File: src/rtl/cen_monitor.sv
// Clock-enable pulse-train monitor: per fixed window of clk cycles, counts cen
// pulses, tracks the longest pulse-to-pulse period and flags range/stuck status.
module cen_monitor #(
  parameter int WINDOW  = 24000,
  parameter int CW      = 16,
  parameter int EXP_MIN = 5999,
  parameter int EXP_MAX = 6001
) (
  input  logic          clk,
  input  logic          rst,
  input  logic          cen,
  output logic [CW-1:0] count,
  output logic [7:0]    gap_max,
  output logic          in_range,
  output logic          stuck,
  output logic          valid
);

  localparam int WW = (WINDOW > 1) ? $clog2(WINDOW) : 1;
  localparam logic [WW-1:0] LAST = WW'(WINDOW - 1);
  localparam logic [CW-1:0] MINV = CW'(EXP_MIN);
  localparam logic [CW-1:0] MAXV = CW'(EXP_MAX);

  typedef enum logic {WARM, RUN} state_t;
  state_t state_q, state_d;

  logic [WW-1:0] wcnt;
  logic [CW-1:0] pcnt;
  logic [7:0]    gcnt;
  logic [7:0]    rmax;
  logic          seen;

  logic          last;
  logic [CW-1:0] total;
  logic [7:0]    period;
  logic [7:0]    gmax_now;

  always_ff @(posedge clk) begin
    if (rst) state_q <= WARM;
    else     state_q <= state_d;
  end

  always_comb begin
    state_d = state_q;
    last    = (wcnt == LAST);
    if (state_q == WARM && last) state_d = RUN;

    total = (pcnt == '1) ? pcnt : pcnt + CW'(cen);

    // A pulse with no earlier pulse since reset has no reference: treat as saturated.
    period = '0;
    if (cen) begin
      if (!seen || gcnt == 8'hFF) period = 8'hFF;
      else                        period = gcnt + 8'd1;
    end
    gmax_now = (period > rmax) ? period : rmax;
  end

  always_ff @(posedge clk) begin
    if (rst) begin
      wcnt     <= '0;
      pcnt     <= '0;
      gcnt     <= '0;
      rmax     <= '0;
      seen     <= 1'b0;
      count    <= '0;
      gap_max  <= '0;
      in_range <= 1'b0;
      stuck    <= 1'b0;
      valid    <= 1'b0;
    end else begin
      valid <= 1'b0;
      if (cen) begin
        gcnt <= '0;
        seen <= 1'b1;
      end else if (gcnt != 8'hFF) begin
        gcnt <= gcnt + 8'd1;
      end

      if (last) begin
        wcnt <= '0;
        pcnt <= '0;
        rmax <= '0;
        if (state_q == RUN) begin
          count    <= total;
          gap_max  <= gmax_now;
          in_range <= (total >= MINV) && (total <= MAXV);
          stuck    <= (total == '0);
          valid    <= 1'b1;
        end
      end else begin
        wcnt <= wcnt + WW'(1);
        pcnt <= total;
        rmax <= gmax_now;
      end
    end
  end

endmodule
File: config.mk
export PLATFORM = sky130hd
export DESIGN_NAME = cen_monitor
export DESIGN_NICKNAME = d
export VERILOG_FILES = /design/src/rtl/cen_monitor.sv
export SDC_FILE = /design/constraint.sdc
export NUM_CORES = 1
export LEC_CHECK = 0
export BUFFER_PORTS_ARGS = -buffer_cell sky130_fd_sc_hd__buf_2
export CAP_MARGIN = 20
export CORE_ASPECT_RATIO = 0.6
export CORE_MARGIN = 2
export CORE_UTILIZATION = 55
export CTS_CLUSTER_SIZE = 16
export DETAILED_ROUTE_END_ITERATION = 7
export GPL_ROUTABILITY_DRIVEN = 0
export GPL_TIMING_DRIVEN = 0
export PLACE_DENSITY_LB_ADDON = 0.05
export SYNTH_ARGS = -nofsm -noshare
export SYNTH_HDL_FRONTEND = slang
export SYNTH_SLANG_ARGS = --single-unit
File: constraint.sdc
create_clock -name clk -period 4.4 [get_ports clk]
set_input_delay 0.88 -clock clk [delete_from_list [all_inputs] [get_ports clk]]
set_output_delay 0.88 -clock clk [all_outputs]
set_load 0.03 [all_outputs]
Word level (Yosys, flattened, before mapping)
Index checks and enable logic that the tools add are counted.

Bits in read-only memories: 0. Memories kept: 0. Flip-flop bits (word level): 76. Logic and storage cells: 37. Output and inout bits: 27. Bits in writable memories: 0. Bits in latches: 0.

Mux-type cells: 5. Reduce and logical (&&, ||, !) cells: 9. Div/mod/pow operators: 0. $lt $le $gt $ge: 3. Eq/ne operators: 4. Multiply operators: 0. Bitwise gates (word level): 2. Add/subtract/negate cells: 3. Shift-type cells: 0.

Operators by type and width (count): $mux W8 (3); $add A16 B1 Y16 (1); $eq A16 B16 Y1 const B (1); $ge A16 B13 Y1 const B (1); $le A16 B13 Y1 const B (1); $logic_not A16 Y1 (1); $mux W16 (1); $add A15 B1 Y15 const B (1); $eq A15 B15 Y1 const B (1); $add A8 B1 Y8 const B (1); $eq A8 B8 Y1 const B (1); $gt A8 B8 Y1 (1); $ne A8 B8 Y1 const B (1); $reduce_or A2 Y1 (3); $logic_and A1 B1 Y1 (2); $not A1 Y1 (2); $reduce_and A2 Y1 (1); $logic_not A1 Y1 (1); $logic_or A1 B1 Y1 (1); $mux W1 (1).

Logic depth before layout (Yosys ltp)
Gate-level depths: netlist of the first run.

Word-level depth: 6. Mapped depth: 15.

Worst setup path after synthesis of the first run
OpenSTA, ideal clock, no wires.

Path kind: register -> register. From: register gcnt[0]. To: register gap_max[7]. Library setup time: 0.138 ns. Data arrival time: 2.837 ns. Cell stages (with the launch flop): 16. Path slack: 1.425 ns. Path through: dfxtp_1 ha_1 nand2_1 nor2_1 nand3_1 and2_1 a21boi_0 inv_1 ha_1 nor2b_1 o21a_1 o21a_1 o21bai_1 a21oi_2 mux2i_1 a211oi_1.

Cells in the longest elaborated chain, start to end: 6. Elaborated cells on any way between the ends: 7.

Ends and longest elaborated chain: start: declaration (line 29) `logic [7:0] gcnt;`; start signal: assignment (line 77) `gcnt <= gcnt + 8'd1;`; parallel branches: the longest is 2 deep, another holds $add A8 B1 Y8; $mux W8 (*) (line 53) `if (!seen || gcnt == 8'hFF) period = 8'hFF;`; $mux W8 (*) (line 52) `if (cen) begin`; $gt A8 B8 Y1 (line 56) `gmax_now = (period > rmax) ? period : rmax;`; $mux W8 (*) (line 56); end signal: assignment (line 86) `gap_max <= gmax_now;`; end: declaration (line 13) `output logic [7:0] gap_max,`.

Every way passes the cells marked *. A chain may end at the register's enable or synchronous reset.

Final worst setup path of the first run
From: register gcnt[0]. To: register gap_max[3].

Same word-level chain as after synthesis.

==> results of run 1 <==
[per-layer routing]
layer | GRT usage, % | share of wire [%] | vias to the layer above
li1 | - | - | 1465
met5 | 0 | 0 | -
met4 | 5.92 | 0.80 | 0
met3 | 5.95 | 8.0 | 10
met2 | 33.0 | 38 | 112
met1 | 41.4 | 54 | 1381
[where the power goes]
group	internal [mW]	switching (mW)	total, mW
registers	0.702	0.0101	0.712
logic	0.0479	0.0690	0.117
clock network	0.319	0.261	0.581
[logic make-up (layout without fill, tap and decap cells)]
family          count (synthesis)  in the layout  share of synthesized area [%]
xor+xnor                       24             24                           6.53
mux                            10             10                           2.90
buf+inv                        28             73                           3.59
compound gates                 73             73                           13.9
fa+ha+maj                      12             12                           4.36
flops                          76             76                           44.1
simple gates                  175            175                           24.6
[sequential cells by signal, indices dropped and copies added, names as in the netlist]
signal	cells
gcnt	8
count	16
in_range	1
rmax	8
stuck	1
pcnt	16
state_q	1
valid	1
seen	1
gap_max	8
wcnt	15
[critical path, stage by stage (launching register included)]
cell      delay [ns]
dfxtp_1         0.41
ha_1            0.25
nand2_1         0.07
nor2_1          0.20
nand3_1         0.28
and2_1          0.31
a21boi_0        0.35
inv_1           0.08
ha_1            0.18
nor2b_1         0.11
o21a_1          0.12
o21a_1          0.10
o21bai_1        0.07
a21oi_2         0.52
mux2i_1         0.41
a211oi_1        0.12
[area by class of cell]
class                           count  area [µm²]
Fill cell                         562        2170
Tap cell                           84         105
Clock inverter                      6        88.8
Clock buffer                       10         128
Multi-Input combinational cell    294        1800
Buffer                             17        82.6
Timing Repair Buffer               29         145
Inverter                           11        41.3
Sequential cell                    76        1520
[layout by cell type, fill, tap and decap left out, types with 8 or more instances in the layout]
cell	count
o21ai_0	10
a21boi_0	8
nand3_1	15
nand4_1	9
and3_1	10
a21oi_1	20
nor2_1	86
inv_1	11
ha_1	12
xnor2_1	11
dfxtp_1	76
clkbuf_8	10
buf_2	33
mux2i_1	10
a211oi_1	16
xor2_1	11
clkbuf_1	12
nand2_1	23
[path summary, 6_finish.rpt]
kind,cells past startpoint,endpoint,slack (ns),startpoint
max,15,gap_max[3]$_SDFFE_PP0P_,0.68,gcnt[0]$_SDFFE_PP0N_
min,2,stuck$_SDFFE_PP0P_,0.45,stuck$_SDFFE_PP0P_
max reg2reg,15,gap_max[3]$_SDFFE_PP0P_,0.68,gcnt[0]$_SDFFE_PP0N_
min reg2reg,2,stuck$_SDFFE_PP0P_,0.45,stuck$_SDFFE_PP0P_
==> results.toml, run 1 <==
[synth]
synth_common_cells = "nor2_1 (86), dfxtp_1 (76), nand2_1 (23)"
yosys.area.top_type = "dfxtp_1"
synth_cells = 398
synth_area_per_cell_um2 = 8.66
synth_top_area_share_pct = 44.1
synth_ff_type = "dfxtp_1"
synth-seq-cells = 76
yosys_warnings = 0
synth_edf_count = 0
yosysMostFrequentCell = "nor2_1"
syn-num-nets = 413
ys_types = 49
synth.cell_area_um2 = 3450
yosysSeqAreaShare_pct = 44.1
async_reset_ff_share_pct = 0
synth_area_leaders = "dfxtp_1 (44%), nor2_1 (9.4%), ha_1 (4.4%)"

[routing]
dr.pass1.iters = 5
wl_per_cell_um = 15.4
routed_wl_um = 8120
drc = 0
vias = 2968
drt-initial-drc-count = 233
vias_per_cell = 5.63
antenna_left = 0

[clocking]
post_cts_resized = 0
cts.sinks = 76
cts.path.max_buffers = 2
cts_buffers = 9
path_clk_slew_ns = 0.08
postCtsSetupRepairBufs = 0
postCtsHoldBufs = 0
htreeDepth = 3
root_buffer = "clkbuf_8"
clk_latency_ns = 0.36
cts_tree = "built"

[sta]
fin_setup_tns_ns = 0
fmax_mhz = 268
grt_setup_unrepaired = "false"
final_max_slew_viol_count = 0
final.period_utilization_pct = 84.7
tightest_slew_ns = 0.619
holdWs_ns = 0.449
finalSetupViolations = 0
fin_skew_ns = 0.0137
hold_viol = 0
final.min_clock_period_ns = 3.72
slew_headroom_pct = 58.8
setup_slack_ns = 0.675

[critical_path]
startpoint_type = "flop"
critPathKind = "flop to flop"
crit_required_ns = 4.62
arrival_ns = 3.94
crit_path_end_kind = "flop"
cp_max_fo = 8

[power_and_ir_drop]
power_density_nw_per_um2 = 360
ir_drop_uv = 194
power.leakage_nw = 1.52
total_power_mw = 1.41

[die]
core_um2 = 6080
die_area_um2 = 6940
die_w_um = 106
start_util_pct = 56.7
floorplan.rows = 22
ios = 30
die_y_um = 65.3

[global_routing]
grt-ovfl-total = 0
grt_max_degree = 14
grt_pass1_wl_um = 13600
antenna_found_initial = 0
grt_usage_pct = 25.5
first_global_vias = 2610

[layout]
diodes = 0
fin_area_um2 = 3910
fin_nets = 453
area_growth_pct = 13.5
stdcell_count = 527
drive_gt1_share_pct = 14.4
final_util_pct = 64.3

[placed_design]
hpwl_um = 5910
place_area_um2 = 3700
port_buffers = 29
post-place-ws_ns = 0.733
place_inst = 511

[outcome]
status = "finished, final reports clean"

[min_path]
hp-class = "flop to flop"

[run]
drv_cap = 0
No activity file was read; power rests on OpenSTA's default activity.
==> inputs of run 2 (changes only) <==
==> constraint.sdc (replaced) <==
create_clock -name clk -period 3.5 [get_ports clk]
set_input_delay 0.7 -clock clk [delete_from_list [all_inputs] [get_ports clk]]
set_output_delay 0.7 -clock clk [all_outputs]
set_load 0.03 [all_outputs]
==> run 2 against run 1 <==
Register-to-register slack got worse by 0.37 ns; final area grew 1.5%; clock skew is 0.0028 ns lower; cell count increased by 0.19%; maximum frequency grew 17%; utilization grew 0.97 points; largest power group unchanged; sequential share of layout area fell by 0.58 points; die area stayed put; sequential power rose by 26%.
==> results.toml, run 2 (synthesis results as in run 1) <==
[sta]
grt_setup_unrepaired = "false"
final.min_clock_period_ns = 3.19
setup_slack_ns = 0.306
finalSetupViolations = 0
fmax_mhz = 313
final_max_slew_viol_count = 0
fin_skew_ns = 0.0110
slew_headroom_pct = 65.0
tightest_slew_ns = 0.525
hold_viol = 0
final.period_utilization_pct = 91.3

[global_routing]
first_global_vias = 2622
grt_usage_pct = 25.6
grt-ovfl-total = 0
grt_pass1_wl_um = 13700
antenna_found_initial = 0
grt_max_degree = 14

[placed_design]
hpwl_um = 5910
post-place-ws_ns = -0.167
port_buffers = 29

[power_and_ir_drop]
ir_drop_uv = 244
total_power_mw = 1.80
power_density_nw_per_um2 = 454
power.leakage_nw = 1.52

[critical_path]
crit_chain = "ha_1, nand2_1, nor2_2, nand3_2, and2_1, a21boi_2, ha_1, nor2b_1, o21a_1, o21a_1, o21bai_2, a21oi_4, buf_12, mux2i_2, a211oi_1"
cp_slowest_stage_delay_ns = 0.41
r2r_slack_ns = 0.31
arrival_ns = 3.46
startpoint_type = "flop"
critPathBufInv = 1
crit_required_ns = 3.77
crit_path_end_kind = "flop"
cp_top_family = "compound AO/OA/AOI/OAI gates"
critPathKind = "flop to flop"
critPathSlowestCell = "dfxtp_1"
cp_max_fo = 8

[die]
core_um2 = 6080
ios = 30
start_util_pct = 56.7
die_area_um2 = 6940
die_w_um = 106
floorplan.rows = 22
die_y_um = 65.3

[routing]
dr.pass1.iters = 5
antenna_left = 0
vias = 2982
vias_per_cell = 5.65
routed_wl_um = 8190
drc = 0
wl_per_cell_um = 15.5
drt-initial-drc-count = 272

[clocking]
cts_buffers = 9
path_clk_slew_ns = 0.08
clk_latency_ns = 0.36
cts.path.max_buffers = 2
cts.sinks = 76
cts_tree = "built"
postCtsHoldBufs = 0
root_buffer = "clkbuf_8"
htreeDepth = 3

[layout]
fin_nets = 454
drive_gt1_share_pct = 16.0
final_cell_mix = "nor2_1 (85), dfxtp_1 (76), buf_2 (33)"
fillers = 564
reg.largest.list = "count (16), pcnt (16), wcnt (15)"
area_growth_pct = 15.2
final_common_cell = "nor2_1"
diodes = 0

[run]
drv_cap = 0

[outcome]
status = "finished, final reports clean"

[min_path]
hp-class = "flop to flop"
==> run 2: metal layers <==
layer | GRT usage [%] | wire length, µm | vias to the layer above | share of wire (%)
li1 | - | - | 1462 | -
met1 | 41.5 | 4330 | 1395 | 53
met2 | 33.1 | 3090 | 116 | 38
met3 | 5.95 | 681 | 9 | 8.3
met4 | 5.92 | 88 | 0 | 1.1
met5 | 0 | 0 | - | 0
==> run 2: worst paths after layout <==
check,to,start,cells past startpoint
max reg2reg,gap_max[6]$_SDFFE_PP0P_,gcnt[0]$_SDFFE_PP0N_,15
max,gap_max[6]$_SDFFE_PP0P_,gcnt[0]$_SDFFE_PP0N_,15
min reg2reg,stuck$_SDFFE_PP0P_,stuck$_SDFFE_PP0P_,2
min,stuck$_SDFFE_PP0P_,stuck$_SDFFE_PP0P_,2
==> run 2: per-stage QoR <==
stage | std cells | area, µm² | util [%] | setup TNS [ns] | hold WS [ns]
floorplan | 398 | 3450 | - | 0 | 0.426
global route | 528 | 3970 | 65.3 | 0 | 0.477
CTS | 527 | 3930 | 64.5 | 0 | 0.447
finish | 528 | 3970 | 65.3 | 0 | 0.447
detailed placement | 511 | 3700 | 60.8 | -1.14 | 0.434
global placement | 511 | 3700 | 60.8 | -0.166 | 0.430
==> run 2: report_power, final <==
part,total [mW],leakage (nW),switching (mW),internal [mW]
clock network,0.733,0.102,0.331,0.401
logic,0.174,0.805,0.0941,0.0799
registers,0.896,0.615,0.0139,0.882
total,1.80,1.52,0.439,1.36
==> run 2: what timing repair did <==
action                                  in CTS  in global routing
gates resized for setup                      2                  9
buffers inserted                             0                  1
endpoints found under the setup margin      16                 16
pin swaps                                    0                  1
cloned                                       0                  0
==> run 2: tightest hold or removal path, cell delays in order, from the launching register on <==
cell and delay, ns:
dfxtp_1 0.32, nand2_1 0.05, nand2_1 0.04
==> run 2: final cells by class <==
cell class              count  area (µm²)  area share, %
plain buffers              17        82.6           2.08
clock buffers              10         128           3.21
clock inverters             6        88.8           2.24
inverters                  11        41.3           1.04
multi-input cells         294        1840           46.3
flip-flops and latches     76        1520           38.3
well taps                  84         105           2.65
repair buffers             30         165           4.16
==> inputs of run 3 (changes only) <==
==> constraint.sdc (replaced) <==
create_clock -name clk -period 3.6 [get_ports clk]
set_input_delay 0.72 -clock clk [delete_from_list [all_inputs] [get_ports clk]]
set_output_delay 0.72 -clock clk [all_outputs]
set_load 0.03 [all_outputs]
==> run 3 against run 2 <==
First-iteration DRC count is 20% lower; total power is 4.2% lower; clock skew is 0.0027 ns higher; cell count is 0.19% lower; critical path type unchanged; final area is 1.0% lower; via count is 0.97% lower; sequential power is 2.9% lower; non-clock buffer count is 1 lower.
==> results.toml, run 3 (synthesis results as in run 1) <==
[outcome]
status = "finished, final reports clean"

[die]
ios = 30
core_um2 = 6080
start_util_pct = 56.7
die_w_um = 106
die_y_um = 65.3
die_area_um2 = 6940
floorplan.rows = 22

[global_routing]
grt-ovfl-total = 0
grt_use_met1_pct = 41.5
grt_pass1_wl_um = 13600
gr-max-usage-layer = "met1"
use_met3_pct = 5.95
grt_max_degree = 14
first_global_vias = 2608
grt_usage_pct = 25.5
antenna_found_initial = 0
grt_util_met2_pct = 32.8

[clocking]
postCtsHoldBufs = 0
htreeDepth = 3
postCtsSetupRepairBufs = 0
cts.path.max_buffers = 2
cts_tree = "built"
cts.sinks = 76
cts_buffers = 9
root_buffer = "clkbuf_8"
path_clk_slew_ns = 0.08
clk_latency_ns = 0.36

[routing]
drc = 0
routed_wl_um = 8180
dr.pass1.iters = 5
wl_per_cell_um = 15.5
vias_per_cell = 5.60
antenna_left = 0
vias = 2953
drt-initial-drc-count = 217

[sta]
hold_viol = 0
final_max_slew_viol_count = 0
finalSetupViolations = 0
fin_skew_ns = 0.0136
grt_setup_unrepaired = "false"
tightest_slew_ns = 0.535
final.period_utilization_pct = 91.2
slew_headroom_pct = 64.4
fin_setup_tns_ns = 0
fmax_mhz = 305
final.min_clock_period_ns = 3.28

[placed_design]
place_area_um2 = 3700
hpwl_um = 5910
port_buffers = 29

[min_path]
hp-start = "stuck$_SDFFE_PP0P_"
hp-class = "flop to flop"
hold_depth = 2

[layout]
final_common_cell = "nor2_1"
register_area_um2 = 1520
multi_input_area_um2 = 1820
fin_area_um2 = 3930
final_cell_mix = "nor2_1 (85), dfxtp_1 (76), buf_2 (33)"
drive_gt1_share_pct = 15.1
final_util_pct = 64.6
reg.largest.list = "count (16), pcnt (16), wcnt (15)"
fillers = 566
diodes = 0
fin_nets = 453
area_growth_pct = 14.1

[run]
drv_cap = 0

[critical_path]
arrival_ns = 3.50
cp_max_fo = 8
crit_path_end_kind = "flop"
crit_required_ns = 3.81
startpoint_type = "flop"
critPathKind = "flop to flop"
r2r-start = "gcnt[0]$_SDFFE_PP0N_"
crit_path_start = "gcnt[0]$_SDFFE_PP0N_"
r2r_slack_ns = 0.32
rr_worst_depth = 14

[power_and_ir_drop]
power_density_nw_per_um2 = 439
ir_drop_uv = 237
power.leakage_nw = 1.52
## run 3: worst paths after layout
| check | endpoint |
|---|---|
| worst max-delay path | gap_max[3]$_SDFFE_PP0P_ |
| worst max register to register | gap_max[3]$_SDFFE_PP0P_ |
| worst min register to register | stuck$_SDFFE_PP0P_ |
| worst min-delay path | stuck$_SDFFE_PP0P_ |
## run 3: area by class of cell
class,count,share of cell area (%)
Multi-Input combinational cell,294,46.3
Clock inverter,6,2.26
Buffer,17,2.10
Timing Repair Buffer,29,3.69
Clock buffer,10,3.25
Sequential cell,76,38.7
Inverter,11,1.05
Tap cell,84,2.67
## run 3: timing repair
action                     in CTS  in global routing
pin swaps                       0                  1
setup endpoints to repair       5                 16
resized for setup               1                  5
## run 3: power breakdown
part | internal [mW] | total [mW] | switching (mW)
Combinational | 0.0613 | 0.147 | 0.0858
Clock | 0.390 | 0.710 | 0.320
Sequential | 0.857 | 0.870 | 0.0129
## run 3: metrics by stage
stage	instances	setup slack (ns)	hold slack, ns	power [mW]
4_1_cts	527	0.0853	0.447	1.74
3_3_place_gp	511	-0.000154	0.430	1.03
6_report	527	0.317	0.449	1.73
3_5_place_dp	511	-0.0670	0.434	1.03
2_1_floorplan	398	0.625	0.426	0.996
5_1_grt	527	0.0248	0.477	1.80
## run 3: worst max-delay path: stages (launching register included)
cell and delay (ns):
dfxtp_1 0.41, ha_1 0.25, nand2_1 0.09, nor2_2 0.16, nand3_2 0.19, and2_1 0.28
a21boi_1 0.26, ha_1 0.28, nor2b_1 0.14, o21a_1 0.16, o21a_1 0.16, o21bai_1 0.23
a21oi_4 0.17, mux2i_2 0.28, a211oi_1 0.10
## run 3: per-layer routing
layer / part of all wire, % / up-vias
li1: - / 1462
met1: 54 / 1371
met2: 38 / 109
met3: 7.6 / 11
met4: 0.87 / 0
met5: 0 / -
